[config.mk]
export PLATFORM = sky130hd
export DESIGN_NAME = seq_player
export DESIGN_NICKNAME = d
export VERILOG_FILES = /design/src/rtl/seq_player.sv
export SDC_FILE = /design/constraint.sdc
export NUM_CORES = 1
export LEC_CHECK = 0
export ABC_AREA = 0
export BUFFER_PORTS_ARGS = -buffer_cell sky130_fd_sc_hd__buf_2
export CAP_MARGIN = 20
export CORE_AREA = 4 4 67 69
export DETAILED_ROUTE_END_ITERATION = 8
export DIE_AREA = 0 0 71 73
export PLACE_DENSITY = 0.81
export SLEW_MARGIN = 20
export SYNTH_ARGS = -nofsm -noshare
export SYNTH_HDL_FRONTEND = slang
export SYNTH_SLANG_ARGS = --single-unit
[constraint.sdc]
create_clock -name clk -period 3.8 [get_ports clk]
set_input_delay 0.19 -clock clk [delete_from_list [all_inputs] [get_ports clk]]
set_output_delay 0.19 -clock clk [all_outputs]
set_load 0.005 [all_outputs]
[src/rtl/seq_player.sv]
// Plays a stored colour sequence from a pattern ROM onto the LEDs.
// Each step is lit for ON_CYCLES clocks and followed by an OFF_CYCLES blank gap.
module seq_player #(
    parameter int unsigned ADDR_W     = 4,
    parameter int unsigned DATA_W     = 4,
    parameter int unsigned ON_CYCLES  = 25000000,
    parameter int unsigned OFF_CYCLES = 12500000,
    parameter int unsigned CNT_W      = 25
) (
    input  logic              clk,
    input  logic              rst,
    input  logic              start,
    input  logic [ADDR_W:0]   level,
    input  logic              abort,
    input  logic [DATA_W-1:0] rom_data,
    output logic [ADDR_W-1:0] address,
    output logic [DATA_W-1:0] led,
    output logic              busy,
    output logic              done
);

    typedef enum logic [2:0] {
        IDLE,
        FETCH,
        SHOW,
        GAP,
        DONE
    } state_t;

    localparam logic [ADDR_W:0]   MAX_LEN  = {1'b1, {ADDR_W{1'b0}}};
    localparam logic [ADDR_W:0]   ONE_LEN  = (ADDR_W+1)'(1);
    localparam logic [ADDR_W-1:0] ONE_ADDR = ADDR_W'(1);
    localparam logic [CNT_W-1:0]  ONE_CNT  = CNT_W'(1);
    localparam logic [CNT_W-1:0]  ON_LAST  = CNT_W'(ON_CYCLES - 1);
    localparam logic [CNT_W-1:0]  OFF_LAST = CNT_W'(OFF_CYCLES - 1);

    state_t              state, state_nx;
    logic [CNT_W-1:0]    timer;
    logic [ADDR_W:0]     len, len_nx;
    logic [ADDR_W-1:0]   addr_nx;
    logic [DATA_W-1:0]   led_nx;
    logic                busy_nx, done_nx;

    always_ff @(posedge clk or posedge rst) begin
        if (rst) begin
            state <= IDLE;
        end else begin
            state <= state_nx;
        end
    end

    always_comb begin
        state_nx = state;
        len_nx   = len;
        addr_nx  = address;
        led_nx   = '0;
        busy_nx  = 1'b0;
        done_nx  = 1'b0;

        case (state)
            IDLE: begin
                if (start && !abort && (level != '0)) begin
                    len_nx   = (level > MAX_LEN) ? MAX_LEN : level;
                    addr_nx  = '0;
                    state_nx = FETCH;
                end
            end
            FETCH: state_nx = SHOW;
            SHOW: begin
                if (timer == ON_LAST) state_nx = GAP;
            end
            GAP: begin
                if (timer == OFF_LAST) begin
                    // Last step is detected before incrementing, so a full-depth
                    // sequence ends on the top address without wrapping.
                    if (({1'b0, address} + ONE_LEN) == len) begin
                        state_nx = DONE;
                    end else begin
                        addr_nx  = address + ONE_ADDR;
                        state_nx = FETCH;
                    end
                end
            end
            DONE:    state_nx = IDLE;
            default: state_nx = IDLE;
        endcase

        if (abort && (state == FETCH || state == SHOW || state == GAP)) begin
            state_nx = IDLE;
        end

        // Outputs are registered, so they are derived from the state being entered.
        case (state_nx)
            IDLE:  addr_nx = '0;
            FETCH: busy_nx = 1'b1;
            SHOW: begin
                busy_nx = 1'b1;
                led_nx  = (state == FETCH) ? rom_data : led;
            end
            GAP:   busy_nx = 1'b1;
            DONE:  done_nx = 1'b1;
            default: addr_nx = '0;
        endcase
    end

    always_ff @(posedge clk or posedge rst) begin
        if (rst) begin
            len     <= '0;
            address <= '0;
            led     <= '0;
            busy    <= 1'b0;
            done    <= 1'b0;
            timer   <= '0;
        end else begin
            len     <= len_nx;
            address <= addr_nx;
            led     <= led_nx;
            busy    <= busy_nx;
            done    <= done_nx;
            timer   <= (state_nx != state) ? '0 : timer + ONE_CNT;
        end
    end

endmodule

; Word-level counts from Yosys, hierarchy flattened
; Cells that the tools add are included.
[word_totals]
ff_bits = 43
inputBits = 13
output_inout_bits = 10
[classes]
n_addsub = 3
n_lt_le_gt_ge = 1
eq_ne = 16
n_mux = 17
n_reduce_logical = 12
[ops]
columns = operator, count
row1 = 25-bit by 1-bit adder with 25-bit output (second input constant), 1
row2 = 25-bit by 24-bit equality test with 1-bit output (second input constant), 1
row3 = 25-bit equality test (second input constant), 1
row4 = 25-bit two-way mux, 1
row5 = 4-bit two-way mux, 6
row6 = 3-bit two-way mux, 5
row7 = 3-bit by 2-bit equality test with 1-bit output (second input constant), 4
row8 = 3-bit one-hot mux with 4 select lines, 1
row9 = 3-bit != test (second input constant), 3
row10 = 4-bit one-hot mux with 2 select lines, 1
row11 = 3-bit by 1-bit equality test with 1-bit output (second input constant), 2
row12 = 4-bit by 1-bit adder with 5-bit output (second input constant), 1
row13 = 5-bit equality test, 1
row14 = 5-bit greater-than comparator (second input constant), 1
row15 = 5-bit two-way mux, 1
row16 = 5-bit nonzero test, 1
row17 = 4-bit by 1-bit adder with 4-bit output (second input constant), 1
row18 = 4-bit AND reduction, 1
row19 = 4-bit OR reduction, 1
row20 = 3-bit equality test (second input constant), 1
row21 = 1-bit logical AND, 3
row22 = 3-bit zero test, 1
row23 = 3-bit by 1-bit != test with 1-bit output (second input constant), 1
row24 = 3-bit != test, 1
row25 = 6 further kinds, 8

; Logic depth before layout (Yosys ltp)
[logic_depth]
word_depth = 10
mapped_depth = 8
depth_no_buf = 8

; Worst setup path after synthesis
; OpenSTA, ideal clock, no wires.
[synth_timing]
path_kind = reg2reg
start = reg address[0]
end = reg address[0]
setup_time_ps = 82
arrival_ps = 2300
slack_ps = 1418
stages_incl_launch_ff = 7
cell_sequence = dfrtp_1 ha_1 nor2b_1 or4_4 a311o_1 or4_4 a22oi_2
[synth_via]
elab_chain_cells = 10
word_cells_on_any_way = 21
classes_between = add/sub: 2 / eq/ne: 9 / mux: 8 / reduce/logical: 2
[synth_lines]
columns = item, line
row1 = start: declaration, 16  ; output logic [ADDR_W-1:0] address,
row2 = start signal: assignment, 116  ; address <= addr_nx;
row3 = 4-bit by 1-bit adder with 5-bit output, 76  ; if (({1'b0, address} + ONE_LEN) == len) begin
row4 = 5-bit equality test, 76
row5 = 3-bit two-way mux, 76
row6 = 3-bit two-way mux, 73  ; if (timer == OFF_LAST) begin
row7 = 3-bit one-hot mux with 4 select lines, 60  ; case (state)
row8 = 3-bit two-way mux, 88  ; if (abort && (state == FETCH || state == SHOW || state == GAP)) begin
row9 = 3-bit equality test (tied with other cells), 93  ; case (state_nx)
row10 = 4-bit OR reduction (no line), -
row11 = 3-bit by 1-bit != test with 1-bit output (no line) / 3-bit != test (equally long branches), -
row12 = 4-bit AND reduction (no line), -
; Parallel ways exist; a longest one is shown, timed or not. The select of a mux whose other input is x is not followed.
; A chain may end at the register's enable or synchronous reset.

; Worst setup path after layout
[layout_timing]
start = reg timer[5]
end = reg timer[21]
[layout_via]
elab_chain_cells = 6
word_cells_on_any_way = 9
classes_between = add/sub: 1 / eq/ne: 3 / mux: 5
[layout_lines]
columns = item, line
row1 = start: declaration, 38  ; logic [CNT_W-1:0] timer;
row2 = start signal: assignment, 120  ; timer <= (state_nx != state) ? '0 : timer + ONE_CNT;
row3 = 25-bit by 24-bit equality test with 1-bit output / 25-bit equality test (equally long branches), "73, 70"
row4 = 3-bit two-way mux (on tied branches), "73, 70"
row5 = 3-bit one-hot mux with 4 select lines, 60
row6 = 3-bit two-way mux, 88
row7 = 3-bit != test, 120
row8 = 25-bit two-way mux *, 120
; Every way passes the cells marked *; elsewhere a longest branch is shown, timed or not.

==> results.toml <==
[cts]
cts_root_buf = "clkbuf_8"
postCtsSetupRepairBufs = 0
cts_buffers = 5
clockBufferDepth = 2
hold_buffers = 0
clock_latency_ps = 290
htree_levels = 2
cts_resized = 0
path_clk_slew_ps = 80
cts_tree = "built"
cts.sinks = 43

[worst_hold_path]
hold_class = "in -> async"

[setup_path]
critPathArrivalTime_ps = 2740
crit_fanout = 14
slowest_delay_ps = 550
path_cells = "nor4b_1 > nand3_1 > or4_1 > a32oi_2 > buf_6 > nor2_1"
crit_type = "reg -> reg"
rr_worst_depth = 6
cp_data_required_time_ps = 3980
critPathLaunchType = "register"
slowest_stage = "a32oi_2"
end_kind = "register"

[routing]
wirelength_um = 4300
drt_first_pass_iters = 4
drt-initial-drc-count = 127
drc = 0
ant_nets = 0
vias_per_cell = 5.74
routedWlPerCell_um = 13.9
dr_total_vias = 1775

[layout]
antenna_cells = 0
nFillCells = 336
nets = 273
area_growth_pct = 10.8
layout-drive-gt1-share_pct = 18.9
fin_util_pct = 65.1

[power_and_ir_drop]
p_per_area_nw_per_um2 = 368
ir_drop_mv = 0.184
p_leak_nw = 1.14

[sta]
relSlewSlack_pct = 38.2
rsz0062_at_grt = "no"
fin_tns_setup_ps = 0
drv_slew = 0
finalCritPeriodShare_pct = 67.5
layout_min_cycle_time_ps = 2560
finalSetupViolCount = 0
final-hold-violation-count = 0
worstMarginPinSlew_ps = 919
max_freq_mhz = 390
clock_skew_ps = 11.3

[die]
die_h_um = 73
die_w_um = 71
fp.coreArea_sq_um = 3910
die-area_sq_um = 5180
rows = 23
start_util_pct = 58.7
boundaryPins = 23

[yosys]
synth_top_area_share_pct = 46.8
syn-num-nets = 245
syn_area_per_cell_sq_um = 9.99
synth_area_leaders = "dfrtp_1 (47%), xor2_1 (7.6%), nor2_1 (5.6%)"
yosys_warnings = 0
syn_area_sq_um = 2300
yosysSeqAreaShare_pct = 46.8
synthCells = 230
ys_ff_latch = 43
synth.distinct_cells = 44
synth_area_leader_cell = "dfrtp_1"

[grt]
grt_pass1_wl_um = 7540
antenna_found_initial = 0
grt-ovfl-total = 0
grt_usage_pct = 18.3
grt_max_degree = 44
grt_pass1_vias = 1713

[place]
finalWeightedCongestion = 0.810
io_buffers = 22
hpwl_um = 3160

[job]
maxCapViolations = 0

[run_status]
outcome = "completed"
==> state kept, by name, summed over array words and instances (netlist names) <==
| signal | count |
|---|---|
| led | 4 |
| address | 4 |
| timer | 25 |
| state | 3 |
| busy | 1 |
| done | 1 |
| len | 5 |
==> Yosys cell counts <==
library cell,instances
a211o_1,1
nor2b_1,3
mux2i_1,4
buf_2,1
and2b_1,2
and4_1,3
a21boi_0,1
inv_1,5
or2_2,2
or2b_1,1
a311oi_1,1
a32oi_2,1
nand4b_1,1
a21o_2,1
dfrtp_1,43
nor4bb_1,1
nor4_2,2
nand2_1,19
buf_4,2
or4_4,3
nand4_1,12
and3_1,2
and3_4,1
o21ai_2,2
nand2b_1,4
nand3_1,15
nor4_1,2
a311o_1,1
o211ai_1,1
xnor2_1,7
and2b_2,1
nor4b_1,1
buf_6,1
nor2_1,34
o41a_1,1
and2_1,3
o21ai_0,7
nor3_1,4
nor3b_1,4
ha_1,2
or4_1,3
mux2_2,1
xor2_1,20
a22oi_2,4
==> logic make-up (layout without fill, tap and decap cells) <==
kind of cell / Yosys count / in the layout / share of synthesized area [%]
multiplexers: 5 / 5 / 2.23
buffers and inverters: 9 / 38 / 2.18
AND/OR/NAND/NOR: 123 / 123 / 29.5
AO/OA/AOI/OAI: 21 / 21 / 7.90
XOR/XNOR: 27 / 27 / 10.3
adder cells (fa/ha/maj): 2 / 2 / 1.09
flip-flops: 43 / 43 / 46.8
==> worst max-delay path, delay by kind of cell (launching register included) <==
| kind | cells | cell delay (ps) |
|---|---|---|
| AND/OR/NAND/NOR | 4 | 1200 |
| AO/OA/AOI/OAI | 1 | 550 |
| flip-flops | 1 | 440 |
| buffers and inverters | 1 | 240 |
==> area by class of cell <==
type | instances | area, sq um | area share [%]
multi-input cells | 178 | 1170 | 46.0
flip-flops and latches | 43 | 1080 | 42.3
repair buffers | 25 | 136 | 5.36
clock buffers | 7 | 76.3 | 3.00
well taps | 50 | 62.6 | 2.46
inverters | 5 | 18.8 | 0.737
clock inverters | 1 | 5.00 | 0.197
==> worst paths after layout <==
| check | startpoint | endpoint | slack (ps) |
|---|---|---|---|
| worst max-delay path | timer[5]$_DFF_PP0_ | timer[21]$_DFF_PP0_ | 1240 |
| worst min-delay path | rst | timer[6]$_DFF_PP0_ | 20 |
| worst max register to register | timer[5]$_DFF_PP0_ | timer[21]$_DFF_PP0_ | 1240 |
| worst min register to register | timer[0]$_DFF_PP0_ | timer[0]$_DFF_PP0_ | 490 |
| max in group asynchronous | rst | len[2]$_DFFE_PP0P_ | 3400 |
| min in group clk | rom_data[2] | led[2]$_DFFE_PP0P_ | 150 |
==> cells in the final DEF (no fill, tap or decap), drive strengths merged, types with 3 or more instances in the layout <==
master and instances:
inv 5, nand4 12, clkbuf 7, o21ai 9, or4 6, and2b 3
nor3 4, nor2b 3, and4 3, nand2 19, nand3 15, buf 25
dfrtp 43, xor2 20, nand2b 4, mux2i 4, and2 3, xnor2 7
nor2 34, nor3b 4, nor4 4, and3 3, a22oi 4
==> power breakdown <==
group / switching [mW] / total (mW) / internal, mW / leakage [nW]
Sequential: 0.0315 / 0.520 / 0.488 / 0.589
Clock: 0.145 / 0.274 / 0.129 / 0.0422
Combinational: 0.0787 / 0.142 / 0.0632 / 0.506
==> through the flow <==
| step | hold WS (ps) | total power, mW | setup WS [ps] | cell area (sq um) | cells |
|---|---|---|---|---|---|
| finish | 24.8 | 0.936 | 1240 | 2550 | 309 |
| global route | 75.8 | 0.986 | 1080 | 2550 | 309 |
| CTS | 44.9 | 0.939 | 1000 | 2530 | 308 |
| detailed placement | 359 | 0.669 | 1010 | 2450 | 300 |
| global placement | 348 | 0.661 | 1070 | 2450 | 300 |
| floorplan | 338 | 0.633 | 1420 | 2300 | 230 |
==> per-layer routing <==
layer / vias up / GRT usage [%] / part of all wire, %
li1: 872 / - / -
met1: 853 / 23.9 / 46
met2: 42 / 30.5 / 48
met3: 8 / 3.03 / 4.7
met4: 0 / 7.52 / 1.7
met5: - / 0 / 0
Note: power is estimated with default switching activity, not from simulation.
